### src/rtl/vx_gbar_unit_pkg.sv
// Shared definitions for the global barrier unit: default sizing,
// arrival classification and the ceil-log2 helper used for port widths.
package vx_gbar_unit_pkg;

  localparam int DEF_NUM_BARRIERS = 8;
  localparam int DEF_NUM_CORES    = 4;

  // How a single accepted arrival affects the addressed barrier
  typedef enum logic [1:0] {
    ARR_DROP    = 2'd0,
    ARR_DUP     = 2'd1,
    ARR_JOIN    = 2'd2,
    ARR_RELEASE = 2'd3
  } arrival_e;

  // Ceil-log2 with a floor of one bit so single-entry configs still get a port
  function automatic int log2up(input int value);
    int r;
    r = 0;
    for (int i = 0; i < 31; i++) begin
      if ((1 << i) < value) r = i + 1;
    end
    return (r < 1) ? 1 : r;
  endfunction

endpackage

### src/rtl/vx_gbar_unit_pipe_reg.sv
// Optional register chain on the release broadcast; DEPTH of zero is a wire.
module vx_gbar_unit_pipe_reg #(
  parameter int DATAW = 1,
  parameter int DEPTH = 0
) (
  input  logic             clk,
  input  logic             reset,
  input  logic [DATAW-1:0] data_i,
  output logic [DATAW-1:0] data_o
);

  if (DEPTH == 0) begin : g_bypass
    logic unused_ok;
    assign unused_ok = ^{clk, reset};
    assign data_o    = data_i;
  end else begin : g_regs
    logic [DATAW-1:0] stage_q [DEPTH];

    // Shift the broadcast through DEPTH stages; reset squashes anything in flight
    always_ff @(posedge clk) begin
      if (reset) begin
        for (int i = 0; i < DEPTH; i++) stage_q[i] <= '0;
      end else begin
        stage_q[0] <= data_i;
        for (int i = 1; i < DEPTH; i++) stage_q[i] <= stage_q[i-1];
      end
    end

    assign data_o = stage_q[DEPTH-1];
  end

endmodule

### src/rtl/vx_gbar_unit.sv
// Cluster-level global barrier controller: counts arrivals per barrier ID
// and broadcasts the ID back once the last participant has arrived.
module vx_gbar_unit
  import vx_gbar_unit_pkg::*;
#(
  parameter  int NUM_BARRIERS = DEF_NUM_BARRIERS,
  parameter  int NUM_CORES    = DEF_NUM_CORES,
  parameter  int OUT_REG      = 0,
  localparam int NB_WIDTH     = log2up(NUM_BARRIERS),
  localparam int NC_WIDTH     = log2up(NUM_CORES)
) (
  input  logic                clk,
  input  logic                reset,
  input  logic                req_valid_i,
  input  logic [NB_WIDTH-1:0] req_id_i,
  input  logic [NC_WIDTH-1:0] req_size_m1_i,
  input  logic [NC_WIDTH-1:0] req_core_id_i,
  output logic                req_ready_o,
  output logic                rsp_valid_o,
  output logic [NB_WIDTH-1:0] rsp_id_o,
  output logic                busy_o
);

  localparam int CW = NC_WIDTH + 1;

  logic [NUM_CORES-1:0] mask_q  [NUM_BARRIERS];
  logic [CW-1:0]        count_q [NUM_BARRIERS];
  logic [CW-1:0]        count_d [NUM_BARRIERS];
  logic [NC_WIDTH-1:0]  size_q  [NUM_BARRIERS];

  logic                 accept, id_ok, core_ok;
  arrival_e             arrival;
  logic [NUM_CORES-1:0] sel_mask;
  logic [CW-1:0]        sel_count;
  logic [NC_WIDTH-1:0]  sel_size, eff_size;
  logic                 busy_d, busy_q;
  logic                 rsp_valid_q;
  logic [NB_WIDTH-1:0]  rsp_id_q;

  // The unit never stalls, so ready simply tracks being out of reset
  assign req_ready_o = ~reset;
  assign accept      = req_valid_i & req_ready_o;
  assign id_ok       = (32'(req_id_i) < 32'(NUM_BARRIERS));
  assign core_ok     = (32'(req_core_id_i) < 32'(NUM_CORES));

  // Classify the incoming arrival against the addressed barrier's state
  always_comb begin
    arrival   = ARR_DROP;
    sel_mask  = '0;
    sel_count = '0;
    sel_size  = '0;
    eff_size  = '0;
    if (accept && id_ok && core_ok) begin
      sel_mask  = mask_q[req_id_i];
      sel_count = count_q[req_id_i];
      sel_size  = size_q[req_id_i];
      eff_size  = (sel_count == '0) ? req_size_m1_i : sel_size;
      if (sel_mask[req_core_id_i])            arrival = ARR_DUP;
      else if (sel_count == {1'b0, eff_size}) arrival = ARR_RELEASE;
      else                                    arrival = ARR_JOIN;
    end
  end

  // Next counts for every ID, and whether any barrier remains pending afterwards
  always_comb begin
    busy_d = 1'b0;
    for (int b = 0; b < NUM_BARRIERS; b++) begin
      count_d[b] = count_q[b];
      if (32'(b) == 32'(req_id_i)) begin
        if (arrival == ARR_RELEASE)   count_d[b] = '0;
        else if (arrival == ARR_JOIN) count_d[b] = sel_count + CW'(1);
      end
      busy_d = busy_d | (count_d[b] != '0);
    end
  end

  // Per-ID barrier state plus the registered release and busy flags
  always_ff @(posedge clk) begin
    if (reset) begin
      for (int b = 0; b < NUM_BARRIERS; b++) begin
        mask_q[b]  <= '0;
        count_q[b] <= '0;
        size_q[b]  <= '0;
      end
      rsp_valid_q <= 1'b0;
      rsp_id_q    <= '0;
      busy_q      <= 1'b0;
    end else begin
      for (int b = 0; b < NUM_BARRIERS; b++) count_q[b] <= count_d[b];
      if (arrival == ARR_RELEASE) begin
        mask_q[req_id_i] <= '0;
      end else if (arrival == ARR_JOIN) begin
        mask_q[req_id_i][req_core_id_i] <= 1'b1;
        if (sel_count == '0) size_q[req_id_i] <= req_size_m1_i;
      end
      rsp_valid_q <= (arrival == ARR_RELEASE);
      if (arrival == ARR_RELEASE) rsp_id_q <= req_id_i;
      busy_q <= busy_d;
    end
  end

  // Flag protocol misuse by the upstream arbiters; the hardware tolerates it
  always_ff @(posedge clk) begin
    if (!reset && req_valid_i) begin
      assert (id_ok && core_ok)
        else $warning("gbar: out-of-range id %0d or core %0d dropped", req_id_i, req_core_id_i);
      assert (arrival != ARR_DUP)
        else $warning("gbar: duplicate arrival id %0d core %0d ignored", req_id_i, req_core_id_i);
      assert (!((arrival == ARR_JOIN || arrival == ARR_RELEASE) && sel_count != '0
                && req_size_m1_i != sel_size))
        else $warning("gbar: size change on id %0d, keeping %0d", req_id_i, sel_size);
    end
  end

  vx_gbar_unit_pipe_reg #(
    .DATAW (1 + NB_WIDTH),
    .DEPTH (OUT_REG)
  ) u_out_reg (
    .clk    (clk),
    .reset  (reset),
    .data_i ({rsp_valid_q, rsp_id_q}),
    .data_o ({rsp_valid_o, rsp_id_o})
  );

  assign busy_o = busy_q;

endmodule

### config.mk
export PLATFORM = sky130hd
export DESIGN_NAME = vx_gbar_unit
export DESIGN_NICKNAME = d
export VERILOG_FILES = /design/src/rtl/vx_gbar_unit_pkg.sv /design/src/rtl/vx_gbar_unit_pipe_reg.sv /design/src/rtl/vx_gbar_unit.sv
export SDC_FILE = /design/constraint.sdc
export NUM_CORES = 1
export LEC_CHECK = 0
export BUFFER_PORTS_ARGS = -buffer_cell sky130_fd_sc_hd__buf_2
export CAP_MARGIN = 20
export CORE_MARGIN = 10
export CORE_UTILIZATION = 62
export CTS_BUF_LIST = sky130_fd_sc_hd__clkbuf_16
export DETAILED_ROUTE_END_ITERATION = 12
export PLACE_DENSITY = 0.8
export SLEW_MARGIN = 20
export SYNTH_ARGS = -nofsm -noshare
export SYNTH_HDL_FRONTEND = slang
export SYNTH_HIERARCHICAL = 1
export SYNTH_SLANG_ARGS = --single-unit
export TNS_END_PERCENT = 20
### constraint.sdc
create_clock -name clk -period 4.3 [get_ports clk]
set_input_delay 0.86 -clock clk [delete_from_list [all_inputs] [get_ports clk]]
set_output_delay 0.86 -clock clk [all_outputs]
set_load 0.03 [all_outputs]
# ---- Yosys cells after proc, flatten, opt, wreduce, memory -nomap -nowiden
# Memories as Yosys holds them, arrays and structs flattened.
# Index checks and enable logic that the tools add are counted.
dict set report word_totals {
  register_bits 5
  mem_bits_rw 72
  inputBits 10
  out_inout_bits 6
  n_memories 3
}
# name words width read_ports rd_ports_with_merged_regs write_ports line
set memory_table {}
lappend memory_table {mask_q 8 4 1 0 8 vx_gbar_unit.sv:26} ;# logic [NUM_CORES-1:0] mask_q [NUM_BARRIERS];
lappend memory_table {count_q 8 3 9 0 8 vx_gbar_unit.sv:27} ;# logic [CW-1:0] count_q [NUM_BARRIERS];
lappend memory_table {size_q 8 2 1 0 8 vx_gbar_unit.sv:29} ;# logic [NC_WIDTH-1:0] size_q [NUM_BARRIERS];
dict set report classes {
  addsub 1
  n_lt_le_gt_ge 2
  eq_ne 10
  muxes 66
  bitwise_logic 21
  reduce_logical 14
}
# cell n
set ops {}
lappend ops {{$mux 3} 35}
lappend ops {{$reduce_bool 3->1} 8}
lappend ops {{$mux 1} 22}
lappend ops {{$or 1x1->1} 19}
lappend ops {{$eq 3x3->1 const A} 4}
lappend ops {{$mux 4} 3}
lappend ops {{$logic_not 3->1} 3}
lappend ops {{$mux 2} 4}
lappend ops {{$eq 2x3->1 const A} 2}
lappend ops {{$eq 2x2->1 const B} 2}
lappend ops {{$reduce_or 4->1} 1}
lappend ops {{$add 3x1->3 const B} 1}
lappend ops {{$eq 1x3->1 const A} 1}
lappend ops {{$eq 3x2->1} 1}
lappend ops {{$lt 2x3->1 const B} 1}
lappend ops {{$bmux 1 s2} 1}
lappend ops {{$demux 1 s2} 1}
lappend ops {{$ge 2x1->1 const B} 1}
lappend ops {{$reduce_or 2->1} 1}
lappend ops {{$and 1x1->1} 1}
lappend ops {{$logic_and 1x1->1} 1}
lappend ops {{$not 1->1} 1}

# ---- Longest topological paths before layout
# Gate-level depths: netlist of the first run.
# An unclocked memory read counts as a cell.
dict set report depth {
  ltp_word 19
  depth_mapped 15
  mapped_depth_nobuf 11
}

# ---- Hierarchy
# Netlist of the first run, hierarchy kept.
# module n_inst cells_per_inst area_per_inst_um2 seq_area_each_um2
set by_module_without_submodules {}
lappend by_module_without_submodules {vx_gbar_unit 1 433 4259.1 2021.9}
lappend by_module_without_submodules {vx_gbar_unit_pipe_reg 1 4 30.0 0.0}

# ---- Worst setup path after synthesis of the first run
# Ideal clock, no wire load.
dict set report synth_timing {
  path_type {input -> register}
  start {in req_id_i[1]}
  end {mem mask_q[5][2] (netlist name) (enable)}
  setup_ns 0.305
  arrival_time_ns 3.165
  t_required_ns 3.995
  slack_ns 0.830
  cell_stages 11
  n_path_buf 4
  cell_sequence {buf_2 buf_6 buf_2 inv_2 a2111o_1 buf_2 or4b_4 o211ai_4 and2_4 o21ai_2 o21ai_1}
}
# item line
set synth_rtl {}
lappend synth_rtl {{from (decl)} vx_gbar_unit.sv:15} ;# input logic [NB_WIDTH-1:0] req_id_i,
lappend synth_rtl {{to (decl)} vx_gbar_unit.sv:26}

==> out/metrics.csv, run 1 <==
stage,metric,value,unit
outcome,outcome,"finished, final reports clean",
clock_network,clkTransAtPathRegs,0.06,ns
die,rows,30,
setup_path,cp_data_arrival_time,3.56,ns
drt,viasPerCell,6.63,
synth,syn-num-nets,449,
setup_path,cp.required,4.34,ns
synth,synth_seq_cells,77,
synth,synth_compound_area_share,18.1,%
sta,rsz0062_at_grt,no,
drt,num_vias,3568,
synth,netlist_instances,437,
grt,grt_pass1_wl,19000,um
layout,n_antenna_cell,0,
sta,worst_slew_pin_slew,0.633,ns
drt,drc_errors,0,
clock_network,cts_setup_buffers,0,
synth,synth_cell_types,68,
clock_network,cts_tree,built,
sta,fin_crit,3.52,ns
layout,syn_to_final_growth,10.6,%
min_path,hold_class,reg -> reg,
die,ios,16,
synth,yosys_warnings,6,
drt,wl_met3,991,um
die,coreArea,0.00676,mm2
drt,routed.top_layer,met4,
setup_path,crit_path_max_fanout,20,
synth,synthMuxAreaShare,10.0,%
clock_network,post_cts_resized,0,
setup_path,worst_path_largest_cell_delay,0.60,ns
clock_network,cts_root_buf,clkbuf_16,
sta,finalSetupViolCount,0,
synth,synth_fa_ha_area_share,0.583,%
grt,overflow,0,
synth,async_reset_ff_share,0,%
placement,gp_congestion,1.01,
placement,dp_cells,522,
clock_network,cts_buffers,9,
drt,wl_met1,4930,um
placement,portBuffers,15,
setup_path,cp_slowest_cell,or4b_4,
synth,synth-edff-count,48,
synth,yosysSeqAreaShare,47.1,%
clock_network,worstSkewPairLatency,0.34,ns
power_and_ir_drop,p_per_area,382,mW/mm2
layout,final_cells,538,
sta,finClkSkew,0.00729,ns
synth,synth_xor_xnor_area_share,0.408,%
sta,slew_violations,0,
power_and_ir_drop,peakVddDrop,0.000225,V
synth,syn_avg_cell_area,9.81,um2
sta,fmax,284,MHz
grt,grt_start_max_net_pins,37,
setup_path,cp-end-kind,register,
synth,synth_top_family_by_area,simple AND/OR/NAND/NOR gates,
drt,drtIter0Drc,422,
synth,synth_flop_cell,edfxtp_1,
drt,wl_met2,5450,um
sta,finalCritPeriodShare,81.9,%
die,die_h,103,um
grt,grt_use_total,23.6,%
layout,final_nets,465,
die,start_util,63.5,%
synth,yosys.area_share.simple,18.6,%
drt,antenna_left,0,
flow_run,maxCapViolCount,0,
clock_network,cts.htree.levels,3,
setup_path,crit_type,in -> reg,
setup_path,path_cells,buf_2 -> buf_4 -> a22o_1 -> a2111o_1 -> or4b_4 -> o211ai_4 -> and2_4 -> o21ai_4 -> o21ai_1,
power_and_ir_drop,leakage,1.84,nW
drt,firstDrtPassIters,6,
drt,routedWlPerCell,22.0,um
die,die_area,0.0106,mm2
grt,antenna_found_initial,0,
drt,routed_wirelength,11900,um
die,die_w,103,um
placement,dp_hpwl,8450,um
sta,relSlewSlack,57.7,%
layout,drive_gt1_share,17.9,%
clock_network,postCtsHoldBufs,0,
setup_path,worst_setup_path_start_kind,input port,
grt,grt_pass1_vias,3579,
sta,fin_tns_setup,0,ns
synth,syn-cell-area,0.00429,mm2
clock_network,numClockSinks,77,
sta,finalHoldViolCount,0,
clock_network,cts.path.max_buffers,2,
-- per-layer routing --
layer,track usage [%],vias up
li1,-,1616
met1,30.0,1711
met2,37.2,191
met3,5.18,50
met4,11.9,0
met5,0,-
-- synth_stat cells (9+ instances only) --
| library cell | number | area [um2] |
|---|---|---|
| nor2_1 | 83 | 312 |
| edfxtp_1 | 48 | 1440 |
| nand2_1 | 44 | 165 |
| dfxtp_1 | 29 | 581 |
| o21ai_1 | 24 | 120 |
| mux2i_1 | 23 | 230 |
| a21oi_1 | 13 | 65.1 |
| clkbuf_1 | 11 | 41.3 |
| a22oi_1 | 10 | 75.1 |
| a21o_1 | 9 | 67.6 |
| buf_2 | 9 | 45.0 |
| inv_1 | 9 | 33.8 |
| nand3_1 | 9 | 45.0 |
-- registers in the layout (all words and copies together) (netlist names) --
| register | flops |
|---|---|
| rsp_valid_q | 1 |
| mask_q | 32 |
| rsp_id_q | 3 |
| size_q | 16 |
| busy_o | 1 |
| count_q | 24 |
-- worst paths after layout --
check | start | to | slack (ns) | depth (start not counted)
worst max-delay path | req_id_i[0] | mask_q[0][0] | 0.78 | 9
worst min-delay path | count_q[0][0] | count_q[0][0] | 0.49 | 2
worst max register to register | count_q[1][0] | mask_q[0][0] | 1.22 | 8
worst min register to register | count_q[0][0] | count_q[0][0] | 0.49 | 2
-- logic make-up after synthesis --
group | count (synthesis)
AO/OA/AOI/OAI | 106
XOR/XNOR | 2
adder cells (fa/ha/maj) | 2
buffers and inverters | 41
flip-flops | 77
multiplexers | 35
AND/OR/NAND/NOR | 174
-- layout make-up --
cell class | instances | area (um2)
repair buffers | 36 | 233
clock buffers | 9 | 225
fillers | 520 | 2010
inverters | 10 | 37.5
clock inverters | 7 | 82.6
multi-input cells | 319 | 2040
flip-flops and latches | 77 | 2020
well taps | 80 | 100
-- power breakdown --
group	total, mW	internal (mW)	leakage (nW)	switching, mW
sequential	0.811	0.803	0.735	0.00798
combinational	0.218	0.0724	0.957	0.146
clock	0.783	0.459	0.145	0.325
-- stage by stage --
stage / utilization, % / area [um2] / hold slack, ns / power (mW) / worst slack, ns
2_1_floorplan: - / 4290 / 0.440 / 0.981 / 0.830
3_3_place_gp: 65.7 / 4440 / 0.472 / 1.04 / 0.472
3_5_place_dp: 65.7 / 4440 / 0.478 / 1.04 / 0.462
4_1_cts: 70.2 / 4740 / 0.487 / 1.81 / 0.813
5_1_grt: 70.2 / 4740 / 0.506 / 1.86 / 0.634
6_report: 70.2 / 4740 / 0.486 / 1.81 / 0.778
-- critical path: cells and delay by family --
| kind | cells | cell delay (ns) |
|---|---|---|
| AO/OA/AOI/OAI | 5 | 1.32 |
| AND/OR/NAND/NOR | 2 | 0.92 |
| buffers and inverters | 2 | 0.45 |
-- layout by cell type, fill, tap and decap left out, types with 10 or more instances in the layout --
cell type / n
o21ai_1: 24
buf_4: 21
edfxtp_1: 48
a22oi_1: 10
a21oi_1: 13
dfxtp_1: 29
buf_2: 15
nor2_1: 83
mux2i_1: 23
nand2_1: 44
No activity file was read; power rests on OpenSTA's default activity.
==> run 2, diff against run 1 <==
--- a/config.mk
+++ b/config.mk
@@ -5,13 +5,14 @@
 export SDC_FILE = /design/constraint.sdc
 export NUM_CORES = 1
 export LEC_CHECK = 0
+export ABC_AREA = 1
 export BUFFER_PORTS_ARGS = -buffer_cell sky130_fd_sc_hd__buf_2
 export CAP_MARGIN = 20
 export CORE_MARGIN = 10
-export CORE_UTILIZATION = 62
+export CORE_UTILIZATION = 56
 export CTS_BUF_LIST = sky130_fd_sc_hd__clkbuf_16
 export DETAILED_ROUTE_END_ITERATION = 12
-export PLACE_DENSITY = 0.8
+export PLACE_DENSITY = 0.76
 export SLEW_MARGIN = 20
 export SYNTH_ARGS = -nofsm -noshare
 export SYNTH_HDL_FRONTEND = slang
==> constraint.sdc (replaced) <==
create_clock -name clk -period 2.8 [get_ports clk]
set_input_delay 0.56 -clock clk [delete_from_list [all_inputs] [get_ports clk]]
set_output_delay 0.56 -clock clk [all_outputs]
set_load 0.03 [all_outputs]
==> run 2 against run 1 <==
Critical path depth is 6 higher. Via count is 23% higher. Final cell count is 50% higher. Clock power is 42% higher. Wire length is 2.5% higher. Clock-buffer cell count stayed put. Area after synthesis is 2.4% higher. Power is 52% higher. Highest routed layer unchanged.
==> out/metrics.csv, run 2 <==
stage,metric,value,unit
outcome,outcome,"finished, final reports clean",
clock_network,cts.path.max_buffers,2,
layout,syn_to_final_growth,20.7,%
layout,drive_gt1_share,16.2,%
drt,routed_wirelength,12200,um
clock_network,cts_tree,built,
layout,final_nets,712,
synth,synth_cell_types,23,
power_and_ir_drop,peakVddDrop,0.000291,V
synth,yosys_warnings,6,
die,coreArea,0.00769,mm2
grt,grt_pass1_vias,4202,
synth,yosysSeqAreaShare,46.0,%
synth,syn-cell-area,0.00439,mm2
synth,yosys-top-cells-area,"edfxtp_1 33%, nand2_1 18%, dfxtp_1 13%",
drt,antenna_left,0,
drt,num_vias,4394,
die,rows,32,
setup_path,worst_setup_path_start_kind,input port,
placement,portBuffers,15,
placement,gp_congestion,0.950,
sta,finClkSkew,0.00990,ns
drt,routedWlPerCell,15.1,um
setup_path,r2r_start,count_q[3][0],
drt,firstDrtPassIters,6,
synth,async_reset_ff_share,0,%
grt,grt_pass1_wl,19600,um
setup_path,cp_top_family,buffers and inverters,
layout,multi_input_area,0.00195,mm2
grt,antenna_found_initial,0,
setup_path,cp-end-kind,register,
clock_network,cts_root_buf,clkbuf_16,
synth,syn-num-nets,648,
sta,relSlewSlack,61.9,%
layout,regArea,0.00202,mm2
sta,finalSetupViolCount,0,
placement,placed_area,0.00499,mm2
drt,drtIter0Drc,371,
grt,grt_use_total,21.2,%
layout,fill_cells,652,
layout,regMostFlops,mask_q,
setup_path,crit_type,in -> reg,
sta,finalCritPeriodShare,94.2,%
power_and_ir_drop,leakage,2.55,nW
synth,yosysMostFrequentCell,nand2_1,
setup_path,crit_start,req_id_i[0],
grt,overflow,0,
layout,layout_common_cells,"204 x nand2_1, 108 x nor2_1, 70 x inv_1",
grt,grt_start_max_net_pins,46,
die,start_util,57.1,%
setup_path,crit_path_max_fanout,10,
sta,fmax,379,MHz
die,ios,16,
placement,dp_hpwl,8650,um
synth,synth_seq_cells,77,
synth,synth_flop_cell,edfxtp_1,
clock_network,worstSkewPairLatency,0.35,ns
synth,synth-edff-count,48,
setup_path,crit_buf_inv,6,
die,die_w,109,um
setup_path,cp_slowest_cell,a21oi_1,
sta,fin_crit,2.64,ns
sta,worst_slew_pin_slew,0.571,ns
sta,finalHoldViolCount,0,
setup_path,cp_data_arrival_time,2.71,ns
clock_network,numClockSinks,77,
synth,synthTopCellsByCount,"208 x nand2_1, 110 x nor2_1, 70 x inv_1",
synth,netlist_instances,636,
setup_path,worst_path_largest_cell_delay,0.46,ns
power_and_ir_drop,p_per_area,520,mW/mm2
clock_network,postCtsHoldBufs,0,
layout,layout_commonest_cell,nand2_1,
setup_path,path_cells,buf_2 -> inv_2 -> nand2_1 -> inv_2 -> buf_4 -> nand2_1 -> nand4_1 -> nand3b_1 -> nand2_1 -> inv_1 -> nand2_1 -> nor2_4 -> buf_4 -> a21oi_1 -> o21ai_0,
layout,largest_reg_flops,32,
layout,reg_top3,"mask_q: 32 flops, count_q: 24 flops, size_q: 16 flops",
clock_network,cts_buffers,9,
layout,n_antenna_cell,0,
min_path,hold_class,reg -> reg,
drt,viasPerCell,5.44,
synth,synth_top_cell_area_share,32.8,%
clock_network,clkTransAtPathRegs,0.06,ns
clock_network,cts.htree.levels,3,
drt,drc_errors,0,
setup_path,cp_common_cell,nand2_1,
sta,slew_violations,0,
flow_run,maxCapViolCount,0,
min_path,hp-start,count_q[5][1],
die,die_h,109,um
synth,syn_avg_cell_area,6.91,um2
synth,yosysTopAreaCell,edfxtp_1,
sta,fin_tns_setup,0,ns
die,die_area,0.0118,mm2
layout,stdcell_area,0.00530,mm2
setup_path,cp.required,2.87,ns
==> run 2: cells by family (layout without fill, tap and decap cells) <==
family,Yosys count,after routing,share of synthesized area (%)
AO/OA/AOI/OAI,75,75,8.55
AND/OR/NAND/NOR,376,376,34.6
adder cells (fa/ha/maj),2,2,0.570
buffers and inverters,105,174,10.1
flip-flops,77,77,46.0
XOR/XNOR,1,1,0.199
==> run 2: worst paths after layout <==
check | endpoint | slack [ns] | cells after the start
worst max-delay path | mask_q[2][0] | 0.16 | 15
worst min register to register | count_q[5][1] | 0.49 | 2
worst min-delay path | count_q[5][1] | 0.49 | 2
worst max register to register | busy_o | 0.42 | 19
==> run 2: power breakdown <==
group	total [mW]	leakage (nW)	internal, mW	switching, mW
Combinational	0.389	1.68	0.134	0.254
Clock	1.11	0.136	0.613	0.502
Sequential	1.25	0.735	1.24	0.0139
Total	2.76	2.55	1.99	0.770
==> run 2: cell type report <==
class | instances | share of cell area [%]
Clock inverter | 7 | 1.09
Timing Repair Buffer | 83 | 12.0
Multi-Input combinational cell | 454 | 36.8
Sequential cell | 77 | 38.1
Tap cell | 102 | 2.41
Clock buffer | 9 | 4.25
Inverter | 75 | 5.31
==> run 2: timing repair <==
action | 4_1_cts | 5_1_grt
resized for setup | 0 | 9
endpoints found under the setup margin | 0 | 25
buffers inserted | 0 | 0
endpoints found under the hold margin | 0 | 0
==> run 2: through the flow <==
| step | setup WS [ns] | power (mW) | hold WS, ns | utilization, % | instances |
|---|---|---|---|---|---|
| after floorplan | 0.240 | 1.51 | 0.465 | - | 636 |
| after global placement | -0.217 | 1.64 | 0.475 | 65.0 | 791 |
| after detailed placement | -0.218 | 1.65 | 0.480 | 65.0 | 791 |
| after CTS | 0.0728 | 2.75 | 0.489 | 68.6 | 807 |
| after global routing | -0.000204 | 2.85 | 0.513 | 69.0 | 807 |
| final | 0.161 | 2.76 | 0.492 | 69.0 | 807 |
==> run 2: tightest hold or removal path: cells and delay by family, from the launching register on <==
kind	cells	cell delay [ns]
AO/OA/AOI/OAI	1	0.06
flip-flops	1	0.31
AND/OR/NAND/NOR	1	0.08
==> run 2: layer usage <==
layer | up-vias | track usage (%) | share of wire [%]
met3 | 39 | 3.75 | 9.0
met1 | 2000 | 25.6 | 40
met2 | 219 | 35.1 | 48
li1 | 2136 | - | -
met4 | 0 | 11.4 | 3.1
met5 | - | 0 | 0
